## config.mk

```make
export PLATFORM = sky130hd
export DESIGN_NAME = br_rs_sched
export DESIGN_NICKNAME = d
export VERILOG_FILES = /design/src/rtl/br_rs_sched.sv
export SDC_FILE = /design/constraint.sdc
export NUM_CORES = 1
export LEC_CHECK = 0
export ABC_CLOCK_PERIOD_IN_PS = 3650
export BUFFER_PORTS_ARGS = -buffer_cell sky130_fd_sc_hd__buf_4
export CAP_MARGIN = 20
export CORE_ASPECT_RATIO = 0.6
export CORE_MARGIN = 2
export CORE_UTILIZATION = 53
export DETAILED_ROUTE_END_ITERATION = 16
export GPL_TIMING_DRIVEN = 0
export PLACE_DENSITY = 0.78
export SYNTH_ARGS = -nofsm -noshare
export SYNTH_HDL_FRONTEND = slang
export SYNTH_SLANG_ARGS = --single-unit
```

## constraint.sdc

```tcl
create_clock -name clk -period 3.65 [get_ports clk]
set_input_delay 0.5475 -clock clk [delete_from_list [all_inputs] [get_ports clk]]
set_output_delay 0.5475 -clock clk [all_outputs]
set_load 0.03 [all_outputs]
```

## src/rtl/br_rs_sched.sv

```systemverilog
// Branch reservation station: holds dispatched branch/jump ops until regA is
// ready, then issues the oldest ready op to br_alu with its PRF operand.
module br_rs_sched #(
    parameter int ENTRIES   = 4,
    parameter int ROB_IDX_W = 5,
    parameter int PRF_IDX_W = 6
) (
    input  logic                 clk,
    input  logic                 rst_n,
    input  logic                 flush_i,
    input  logic                 disp_valid_i,
    output logic                 disp_rdy_o,
    input  logic [31:0]          disp_inst_i,
    input  logic [63:0]          disp_npc_i,
    input  logic [ROB_IDX_W-1:0] disp_rob_idx_i,
    input  logic [PRF_IDX_W-1:0] disp_opa_tag_i,
    input  logic                 disp_opa_rdy_i,
    input  logic                 cdb_valid_i,
    input  logic [PRF_IDX_W-1:0] cdb_tag_i,
    output logic [PRF_IDX_W-1:0] prf_rd_idx_o,
    input  logic [63:0]          prf_rd_data_i,
    output logic                 start_o,
    output logic [31:0]          inst_o,
    output logic [63:0]          npc_o,
    output logic [63:0]          opa_o,
    output logic [ROB_IDX_W-1:0] rob_idx_o
);

    localparam int IDX_W = (ENTRIES > 1) ? $clog2(ENTRIES) : 1;

    // Entry state
    logic [ENTRIES-1:0]   valid_q, valid_d;
    logic [ENTRIES-1:0]   rdy_q, rdy_d;
    logic [ENTRIES-1:0]   older_q [ENTRIES];
    logic [ENTRIES-1:0]   older_d [ENTRIES];
    logic [PRF_IDX_W-1:0] tag_q   [ENTRIES];
    logic [31:0]          inst_q  [ENTRIES];
    logic [63:0]          npc_q   [ENTRIES];
    logic [ROB_IDX_W-1:0] rob_q   [ENTRIES];

    // Issue latch
    logic                 start_q;
    logic [31:0]          inst_out_q;
    logic [63:0]          npc_out_q;
    logic [63:0]          opa_out_q;
    logic [ROB_IDX_W-1:0] rob_out_q;

    logic [ENTRIES-1:0]   cand;
    logic [ENTRIES-1:0]   pick_oh;
    logic [IDX_W-1:0]     pick_idx;
    logic                 pick_vld;
    logic [IDX_W-1:0]     free_idx;
    logic                 alloc;
    logic                 disp_wake;

    assign cand = valid_q & rdy_q;

    // An entry wins when no other candidate is older than it.
    generate
        for (genvar gi = 0; gi < ENTRIES; gi++) begin : g_sel
            assign pick_oh[gi] = cand[gi] & ~(|(cand & older_q[gi]));
        end
    endgenerate

    always_comb begin
        pick_idx = '0;
        for (int i = ENTRIES - 1; i >= 0; i--) begin
            if (pick_oh[i]) pick_idx = IDX_W'(i);
        end
    end

    assign pick_vld = |pick_oh;

    always_comb begin
        free_idx = '0;
        for (int i = ENTRIES - 1; i >= 0; i--) begin
            if (!valid_q[i]) free_idx = IDX_W'(i);
        end
    end

    assign disp_rdy_o   = ~(&valid_q);
    assign alloc        = disp_valid_i & disp_rdy_o;
    assign disp_wake    = disp_opa_rdy_i | (cdb_valid_i && (cdb_tag_i == disp_opa_tag_i));
    assign prf_rd_idx_o = tag_q[pick_idx];

    always_comb begin
        valid_d = valid_q;
        rdy_d   = rdy_q;
        for (int i = 0; i < ENTRIES; i++) begin
            older_d[i] = older_q[i];
        end

        for (int i = 0; i < ENTRIES; i++) begin
            if (valid_q[i] && cdb_valid_i && (tag_q[i] == cdb_tag_i)) rdy_d[i] = 1'b1;
        end

        if (pick_vld) valid_d[pick_idx] = 1'b0;

        if (alloc) begin
            valid_d[free_idx] = 1'b1;
            rdy_d[free_idx]   = disp_wake;
            // New entry is younger than everything currently valid.
            older_d[free_idx] = valid_q;
            for (int i = 0; i < ENTRIES; i++) begin
                older_d[i][free_idx] = 1'b0;
            end
        end

        if (flush_i) begin
            valid_d = '0;
            rdy_d   = '0;
            for (int i = 0; i < ENTRIES; i++) begin
                older_d[i] = '0;
            end
        end
    end

    always_ff @(posedge clk or negedge rst_n) begin
        if (!rst_n) begin
            valid_q <= '0;
            rdy_q   <= '0;
            for (int i = 0; i < ENTRIES; i++) begin
                older_q[i] <= '0;
            end
        end else begin
            valid_q <= valid_d;
            rdy_q   <= rdy_d;
            for (int i = 0; i < ENTRIES; i++) begin
                older_q[i] <= older_d[i];
            end
        end
    end

    always_ff @(posedge clk or negedge rst_n) begin
        if (!rst_n) begin
            for (int i = 0; i < ENTRIES; i++) begin
                tag_q[i]  <= '0;
                inst_q[i] <= '0;
                npc_q[i]  <= '0;
                rob_q[i]  <= '0;
            end
        end else if (alloc && !flush_i) begin
            tag_q[free_idx]  <= disp_opa_tag_i;
            inst_q[free_idx] <= disp_inst_i;
            npc_q[free_idx]  <= disp_npc_i;
            rob_q[free_idx]  <= disp_rob_idx_i;
        end
    end

    // Issue fields hold their last values while nothing issues.
    always_ff @(posedge clk or negedge rst_n) begin
        if (!rst_n) begin
            start_q    <= 1'b0;
            inst_out_q <= '0;
            npc_out_q  <= '0;
            opa_out_q  <= '0;
            rob_out_q  <= '0;
        end else if (flush_i) begin
            start_q <= 1'b0;
        end else begin
            start_q <= pick_vld;
            if (pick_vld) begin
                inst_out_q <= inst_q[pick_idx];
                npc_out_q  <= npc_q[pick_idx];
                opa_out_q  <= prf_rd_data_i;
                rob_out_q  <= rob_q[pick_idx];
            end
        end
    end

    assign start_o   = start_q;
    assign inst_o    = inst_out_q;
    assign npc_o     = npc_out_q;
    assign opa_o     = opa_out_q;
    assign rob_idx_o = rob_out_q;

endmodule

```

After elaboration in Yosys (flattened, before gate mapping)
Index checks and enable logic that the tools add are counted.
{ "word_totals": {"register_bits": 618, "inputBits": 183, "output_inout_bits": 173} }
{ "op_classes": {"order_cmp": 7, "n_eq_ne": 5, "n_mux": 52, "bitwise": 27, "n_reduce_logical": 22} }
{ "op_table": {"columns": ["cell", "count"], "rows": [
  ["$bwmux 256", 1],
  ["$mux 64", 3],
  ["$bmux 64 s2", 1],
  ["$bwmux 128", 1],
  ["$demux 64 s2", 1],
  ["$mux 32", 3],
  ["$bmux 32 s2", 1],
  ["$demux 32 s2", 1],
  ["$and 4x4->4", 10],
  ["$mux 16", 2],
  ["$eq 6x6->1", 5],
  ["$bwmux 24", 1],
  ["$mux 4", 6],
  ["$bwmux 20", 1],
  ["$reduce_or 4->1", 5],
  ["$mux 6", 3],
  ["$bwmux 16", 1],
  ["$mux 2", 8],
  ["$mux 5", 3],
  ["$logic_and 1x1->1", 13],
  ["$bmux 6 s2", 1],
  ["$demux 6 s2", 1],
  ["$bmux 5 s2", 1],
  ["$demux 5 s2", 1],
  ["18 further kinds", 39]
]} }

Depth between registers and ports, before layout
Gate-level depths: netlist of run 1.
{ "depth": {"depth_word": 19, "ltp_mapped": 9} }

Worst setup path after synthesis of run 1
OpenSTA, ideal clock, no wires.
{ "synth_path": {"path_type": "register -> output", "startpoint": "register valid_q[1]", "endpoint": "output prf_rd_idx_o[0]", "arrival_time_ps": 1725, "required_time_ps": 3102, "path_slack_ps": 1378, "path_stages_with_launch": 8, "cell_sequence": "dfrtp_1 -> buf_4 -> and3b_1 -> and4_1 -> buf_6 -> nor2_1 -> a22o_1 -> a221o_1"} }
{ "synth_via": {"elab_chain_len": 13, "word_cells_on_any_way": 25} }
{ "synth_lines": {"columns": ["element", "line", "text"], "rows": [
  ["start: declaration", "32", "logic [ENTRIES-1:0] valid_q, valid_d;"],
  ["start signal: assignment", "126", "valid_q <= valid_d;"],
  ["$and 4x4->4 (*)", "56", "assign cand = valid_q & rdy_q;"],
  ["$and 4x4->4", "61", "assign pick_oh[gi] = cand[gi] & ~(|(cand & older_q[gi]));"],
  ["$reduce_or 4->1", "61", null],
  ["$not 1->1", "61", null],
  ["$and 1x1->1", "61", null],
  ["$mux 2 (3 in series)", "68", "if (pick_oh[i]) pick_idx = IDX_W'(i);"],
  ["$mux 2 (*)", "68", null],
  ["$not 2->3 (not written as such) (*)", "84", "assign prf_rd_idx_o = tag_q[pick_idx];"],
  ["$bmux 6 s2 (*)", "84", null],
  ["$mux 6 (not written as such) (*) (2 in series)", "84", null],
  ["end: declaration", "20", "output logic [PRF_IDX_W-1:0] prf_rd_idx_o,"]
]} }
Every way passes the cells marked *; elsewhere a longest branch is shown, timed or not. The select of a mux whose other input is x is not followed.

Final worst setup path of run 1
{ "layout_path": {"startpoint": "register valid_q[2]", "endpoint": "output prf_rd_idx_o[0]"} }
The elaborated chain is that of the path after synthesis.

==> results of run 1 <==
[cells in the final DEF, fill, tap and decap left out, drive strengths merged, types with 19 or more instances in the layout]
cell / netlist / routed
a31oi: 101 / 101
a21oi: 111 / 111
nor2: 120 / 120
buf: 115 / 468
o221ai: 101 / 101
mux2: 492 / 492
nand2: 110 / 110
nand3: 21 / 21
dfrtp: 618 / 618
xnor2: 19 / 19
clkbuf: 28 / 106
[what timing repair did]
item | in CTS | in global routing
setup endpoints to repair | 0 | 0
hold buffers | 1 | 0
hold endpoints to repair | 78 | 0
[where the power goes]
group	internal (mW)	total, mW	switching [mW]
sequential	8.73	9.86	1.13
combinational	2.75	6.35	3.60
clock	3.47	6.03	2.56
total	15.0	22.2	7.29
[per-layer routing]
layer	vias to the layer above	wire length, um	GRT usage (%)
met2	571	32100	42.3
met1	9282	30500	38.8
met5	-	28	0
met4	4	1910	9.02
li1	7828	-	-
met3	123	3920	5.13
[cells by family (layout without fill, tap and decap cells)]
kind of cell / count (synthesis) / in the layout / share of synthesized area [%]
buffers and inverters: 145 / 597 / 3.23
muxes: 492 / 492 / 21.5
AOI/OAI and AO/OA: 341 / 341 / 9.38
xor gates and xnor gates: 30 / 30 / 1.02
DFF: 618 / 618 / 59.9
and+or+nand+nor: 294 / 294 / 5.01
other: 0 / 2 / 0
[cell usage after synthesis, types with 11 or more instances]
master | instances | area (um2)
nor2_1 | 115 | 432
a21oi_1 | 111 | 556
xor2_1 | 11 | 96.3
buf_2 | 76 | 380
mux2_1 | 46 | 518
buf_4 | 16 | 120
nand3_1 | 21 | 105
buf_6 | 18 | 203
nand2_1 | 109 | 409
mux2_2 | 446 | 5020
o221ai_2 | 20 | 300
clkbuf_1 | 28 | 105
dfrtp_1 | 618 | 15500
o221ai_1 | 81 | 709
xnor2_1 | 19 | 166
a31oi_1 | 101 | 632
[worst min path at each step]
stage / slack, ns / cells past startpoint / from / endpoint
finish: 0.18 / 2 / prf_rd_data_i[62] / opa_o[62]
global route: 0.16 / 2 / prf_rd_data_i[62] / opa_o[62]
CTS: 0.15 / 2 / prf_rd_data_i[37] / opa_o[37]
detailed placement: 0.48 / 1 / opa_o[37] / opa_o[37]
global placement: 0.47 / 1 / npc_q[49] / npc_q[49]
floorplan: 0.25 / 0 / rst_n / inst_o[0]
[final cells by class]
cell class	count	area [um2]	share of cell area [%]
multi-input combinational	1157	9520	30.5
clock buffer	78	1570	5.01
clock inverter	20	279	0.893
inverter	2	7.51	0.0240
tap	640	801	2.56
timing repair buffer	354	2770	8.86
sequential	618	15500	49.5
buffer	143	827	2.65
antenna	2	5.00	0.0160
[metrics by stage]
| stage | hold WS (ns) | power, mW | util (%) | cell area, um2 | setup TNS (ns) |
|---|---|---|---|---|---|
| 4_1_cts | 0.151 | 22.4 | 65.1 | 31200 | 0 |
| 2_1_floorplan | 0.252 | 13.6 | - | 25800 | 0 |
| 3_5_place_dp | 0.477 | 16.3 | 61.3 | 29400 | 0 |
| 6_report | 0.176 | 22.2 | 65.2 | 31200 | 0 |
| 3_3_place_gp | 0.467 | 16.0 | 61.0 | 29200 | -2641.81 |
| 5_1_grt | 0.156 | 23.2 | 65.2 | 31200 | 0 |
[state kept, by name (all words and copies together), names as in the netlist, 16 cells and up]
signal and count:
older_q 16, npc_o 64, inst_o 32, rob_q 20
npc_q 256, tag_q 24, opa_o 64, inst_q 128
==> flow_metrics.env, run 1 <==
export IMPL_clock_path_buffers=3
export IMPL_crit_family="simple AND/OR/NAND/NOR gates"
export IMPL_synth_distinct_cells=39
export IMPL_p_leak_nw=14.6
export IMPL_max_freq_mhz=303
export IMPL_ant_nets=0
export IMPL_grt_pass1_wl_um=107000
export IMPL_portBuffers=348
export IMPL_status="finished, final reports clean"
export IMPL_post_place_ws_ns=0.648
export IMPL_async_flop_share_pct=100
export IMPL_drcViolationCount=0
export IMPL_grt_overflow_total=0
export IMPL_worstPathArrival_ns=2.75
export IMPL_cp_num_buf_inv=2
export IMPL_core_mm2=0.0479
export IMPL_cts_resized=0
export IMPL_via_per_inst=5.91
export IMPL_final_nets=2515
export IMPL_die_h_um=175
export IMPL_fin_crit_sh_pct=90.5
export IMPL_maxCapViolations=0
export IMPL_maxSlewViolCount=0
export IMPL_crit_chain="buf_4 > nand3_1 > nand4_2 > nand2_1 > nor2_1 > a221o_1 > buf_4"
export IMPL_crit_required_ns=3.10
export IMPL_root_buffer="clkbuf_16"
export IMPL_peakVddDrop_uv=456
export IMPL_cpPeakStageDelay_ns=0.51
export IMPL_final_setup_viol_count=0
export IMPL_wl_per_cell_um=22.7
export IMPL_cp_num_cells=7
export IMPL_path_clk_slew_ns=0.07
export IMPL_synth_flop_cell="dfrtp_1"
export IMPL_fillers=3537
export IMPL_start_util_pct=53.9
export IMPL_area_growth_pct=21.0
export IMPL_hold_viol=0
export IMPL_r2r_slack_ns=0.76
export IMPL_vias=17800
export IMPL_critPathMaxFanout=10
export IMPL_reg2reg_to="npc_q[166]"
export IMPL_crit_top_cell="buf_4"
export IMPL_worstMarginPinSlew_ns=1.22
export IMPL_rsz0062_at_grt="no"
export IMPL_cts_tree="yes"
export IMPL_fin_skew_ns=0.0143
export IMPL_cts_buffers=56
export IMPL_drt_initial_drc_count=1469
export IMPL_syn_inst=1920
export IMPL_reg2regPathDepth=6
export IMPL_insertion_delay_ns=0.59
export IMPL_synth_edff_count=0
export IMPL_place_hpwl_um=46400
export IMPL_syn_mean_instance_area_um2=13.4
export IMPL_cp_end_kind="output port"
export IMPL_grt_antenna_before_repair=4
export IMPL_cts_htree_levels=2
export IMPL_synth_nets=2103
export IMPL_grt_total_usage_pct=27.2
export IMPL_layout_drive_gt1_share_pct=43.2
export IMPL_period_needed_ns=3.30
export IMPL_regToRegStartpoint="valid_q[0]"
export IMPL_final_cells=3014
export IMPL_io_pins=356
export IMPL_place_congestion=0.882
export IMPL_fin_ws_ns=0.348
export IMPL_cts_sinks=618
export IMPL_ys_seq_area_share_pct=59.9
export IMPL_critPathKind="reg -> out"
export IMPL_grt_pass1_vias=18700
export IMPL_critical_path_startpoint_type="flip-flop"
export IMPL_synth_seq_cells=618
export IMPL_dr_pass1_iters=5
export IMPL_synth_cell_area_mm2=0.0258
export IMPL_grt_max_degree=126
export IMPL_postCtsSetupRepairBufs=0
export IMPL_critPathSlowestCell="nor2_1"
export IMPL_endpoint="prf_rd_idx_o[0]"
export IMPL_max_slew_margin_pct=18.0
export IMPL_drt_wl_total_um=68500
export IMPL_dieArea_mm2=0.0506
export IMPL_powerDensity_mw_per_mm2=712
export IMPL_hold_path_class="in -> reg"
export IMPL_fp_dieW_um=289
export IMPL_yosysWarnings=0
export IMPL_crit_start="valid_q[2]"
export IMPL_dpl_cell_count=2913
export IMPL_row_count=62
(Power assumes the default switching activity.)
==> run 2: changes to the inputs <==
- CTS_BUF_LIST: not set -> sky130_fd_sc_hd__clkbuf_4 sky130_fd_sc_hd__clkbuf_8
- GPL_TIMING_DRIVEN: 0 -> not set
==> run 2 against run 1 <==
Compared with the run above:
- critical endpoint is now prf_rd_idx_o[5]
- sequential share of layout area increased by 0.31 points
- sequential power rose by 0.4%
- core utilization down 0.40 points
- clock skew up 0.021 ns
- non-clock buffer count decreased by 105
- wire length is 1.9% lower
- highest routed layer unchanged
==> flow_metrics.env, run 2 (synthesis results as in run 1) <==
export IMPL_cts_sinks=618
export IMPL_power_frac_seq_pct=44.3
export IMPL_cp_end_kind="output port"
export IMPL_dieArea_mm2=0.0506
export IMPL_cts_htree_levels=3
export IMPL_critical_path_startpoint_type="flip-flop"
export IMPL_whs_endpoint="opa_o[51]"
export IMPL_top_register="npc_q"
export IMPL_crit_chain="and3b_1 > nand4_2 > nand2_1 > nor2_1 > a221o_1 > buf_4"
export IMPL_grt_pass1_wl_um=105000
export IMPL_reg2reg_to="opa_o[31]"
export IMPL_critPathSlowestCell="dfrtp_1"
export IMPL_fillers=3446
export IMPL_insertion_delay_ns=0.66
export IMPL_netSwitchingFraction_pct=33.2
export IMPL_final_cell_mix="dfrtp_1, mux2_2, buf_4"
export IMPL_dr_pass1_iters=5
export IMPL_grt_max_degree=161
export IMPL_critPathMaxFanout=12
export IMPL_final_setup_viol_count=0
export IMPL_drcViolationCount=0
export IMPL_layout_drive_gt1_share_pct=44.4
export IMPL_regToRegStartpoint="valid_q[2]"
export IMPL_start_util_pct=53.9
export IMPL_worstMarginPinSlew_ns=0.967
export IMPL_row_count=62
export IMPL_grt_antenna_before_repair=4
export IMPL_multi_input_area_mm2=0.00959
export IMPL_largestRegisters="npc_q (256), inst_q (128)"
export IMPL_drt_wl_total_um=67200
export IMPL_fp_dieW_um=289
export IMPL_critPathKind="reg -> out"
export IMPL_status="finished, final reports clean"
export IMPL_root_buffer="clkbuf_8"
export IMPL_clockPowerShare_pct=27.4
export IMPL_die_h_um=175
export IMPL_max_freq_mhz=293
export IMPL_r2r_slack_ns=0.75
export IMPL_core_mm2=0.0479
export IMPL_final_setup_tns_ns=0
export IMPL_cts_buffers=91
export IMPL_worstPathArrival_ns=2.87
export IMPL_clock_path_buffers=3
export IMPL_period_needed_ns=3.41
export IMPL_portBuffers=355
export IMPL_reg2regPathDepth=6
export IMPL_fin_skew_ns=0.0350
export IMPL_grt_overflow_total=0
export IMPL_maxSlewViolCount=0
export IMPL_max_slew_margin_pct=35.6
export IMPL_place_congestion=0.910
export IMPL_area_growth_pct=20.2
export IMPL_hold_path_class="in -> reg"
export IMPL_placed_cell_area_mm2=0.0289
export IMPL_maxCapViolations=0
export IMPL_via_per_inst=5.96
export IMPL_cp_num_buf_inv=1
export IMPL_powerDensity_mw_per_mm2=719
export IMPL_final_nets=2446
export IMPL_largest_reg_flops=256
export IMPL_seqCellArea_mm2=0.0155
export IMPL_crit_family="simple AND/OR/NAND/NOR gates"
export IMPL_min_path_cells=2
export IMPL_vias=17700
export IMPL_drt_initial_drc_count=1396
export IMPL_peakVddDrop_uv=585
export IMPL_rsz0062_at_grt="no"
export IMPL_final_core_util_pct=64.7
export IMPL_power_switching_mw=7.42
export IMPL_fin_area_mm2=0.0310
export IMPL_cts_tree="yes"
export IMPL_hp_start="prf_rd_data_i[51]"
export IMPL_io_pins=356
export IMPL_p_int_mw=14.9
export IMPL_path_clk_slew_ns=0.07
export IMPL_combPwrFrac_pct=28.2
export IMPL_cpPeakStageDelay_ns=0.62
export IMPL_crit_required_ns=3.10
export IMPL_hold_viol=0
export IMPL_place_hpwl_um=39700
export IMPL_grt_total_usage_pct=26.5
export IMPL_ant_nets=0
export IMPL_final_common_cell="dfrtp_1"
export IMPL_wl_per_cell_um=22.6
export IMPL_fin_crit_sh_pct=93.5
export IMPL_grt_pass1_vias=18900
export IMPL_p_leak_nw=14.4
## run 2: worst max-delay path by stage
stage / from / end / cells past startpoint
3_3_place_gp: valid_q[2] / opa_o[52] / 5
6_report: valid_q[0] / prf_rd_idx_o[5] / 6
4_1_cts: valid_q[2] / prf_rd_idx_o[3] / 6
5_1_grt: valid_q[0] / prf_rd_idx_o[3] / 6
2_1_floorplan: valid_q[1] / prf_rd_idx_o[0] / 7
3_5_place_dp: valid_q[2] / opa_o[35] / 5
## run 2: power by group through the flow
stage	registers, mW	clock network [mW]	logic, mW
floorplan	11.5	0	2.13
global placement	9.86	0	6.17
detailed placement	9.98	0	6.35
CTS	9.88	6.24	6.36
global route	10.1	6.56	6.70
finish	9.90	6.13	6.30
## run 2: routing by layer
| layer | routed length [um] | GRT usage (%) | part of all wire, % | up-vias |
|---|---|---|---|---|
| met5 | 30 | 0 | 0.045 | - |
| met4 | 1300 | 7.90 | 1.9 | 4 |
| met3 | 3870 | 5.01 | 5.8 | 112 |
| met2 | 32000 | 41.9 | 48 | 585 |
| met1 | 30000 | 37.6 | 45 | 9317 |
| li1 | - | - | - | 7707 |
## run 2: repair_timing
| item | in CTS | in global routing |
|---|---|---|
| buffers inserted | 0 | 3 |
| resized for setup | 0 | 1 |
| hold buffers | 1 | 0 |
| hold endpoints to repair | 36 | 0 |
| endpoints found under the setup margin | 0 | 6 |
## run 2: layout make-up
class | count | area share, %
inverters | 2 | 0.0242
flip-flops and latches | 618 | 49.8
clock buffers | 149 | 6.02
diodes | 2 | 0.0161
well taps | 640 | 2.58
repair buffers | 392 | 10.1
multi-input cells | 1158 | 30.9
clock inverters | 13 | 0.580
## run 2: through the flow
| stage | hold slack [ns] | total power [mW] | instances | setup WS, ns |
|---|---|---|---|---|
| 5_1_grt | 0.0596 | 23.4 | 2974 | 0.0603 |
| 3_5_place_dp | 0.469 | 16.3 | 2805 | 0.689 |
| 4_1_cts | 0.0466 | 22.5 | 2968 | 0.0251 |
| 3_3_place_gp | 0.468 | 16.0 | 2805 | 0.815 |
| 6_report | 0.115 | 22.3 | 2974 | 0.236 |
| 2_1_floorplan | 0.252 | 13.6 | 1920 | 1.38 |
## run 2: worst register-to-register path, delay by kind of cell (launching register included)
family / cells / cell delay (ns)
AO/OA/AOI/OAI: 1 / 0.26
AND/OR/NAND/NOR: 2 / 0.62
multiplexers: 1 / 0.47
buffers and inverters: 2 / 0.83
flip-flops: 1 / 0.59
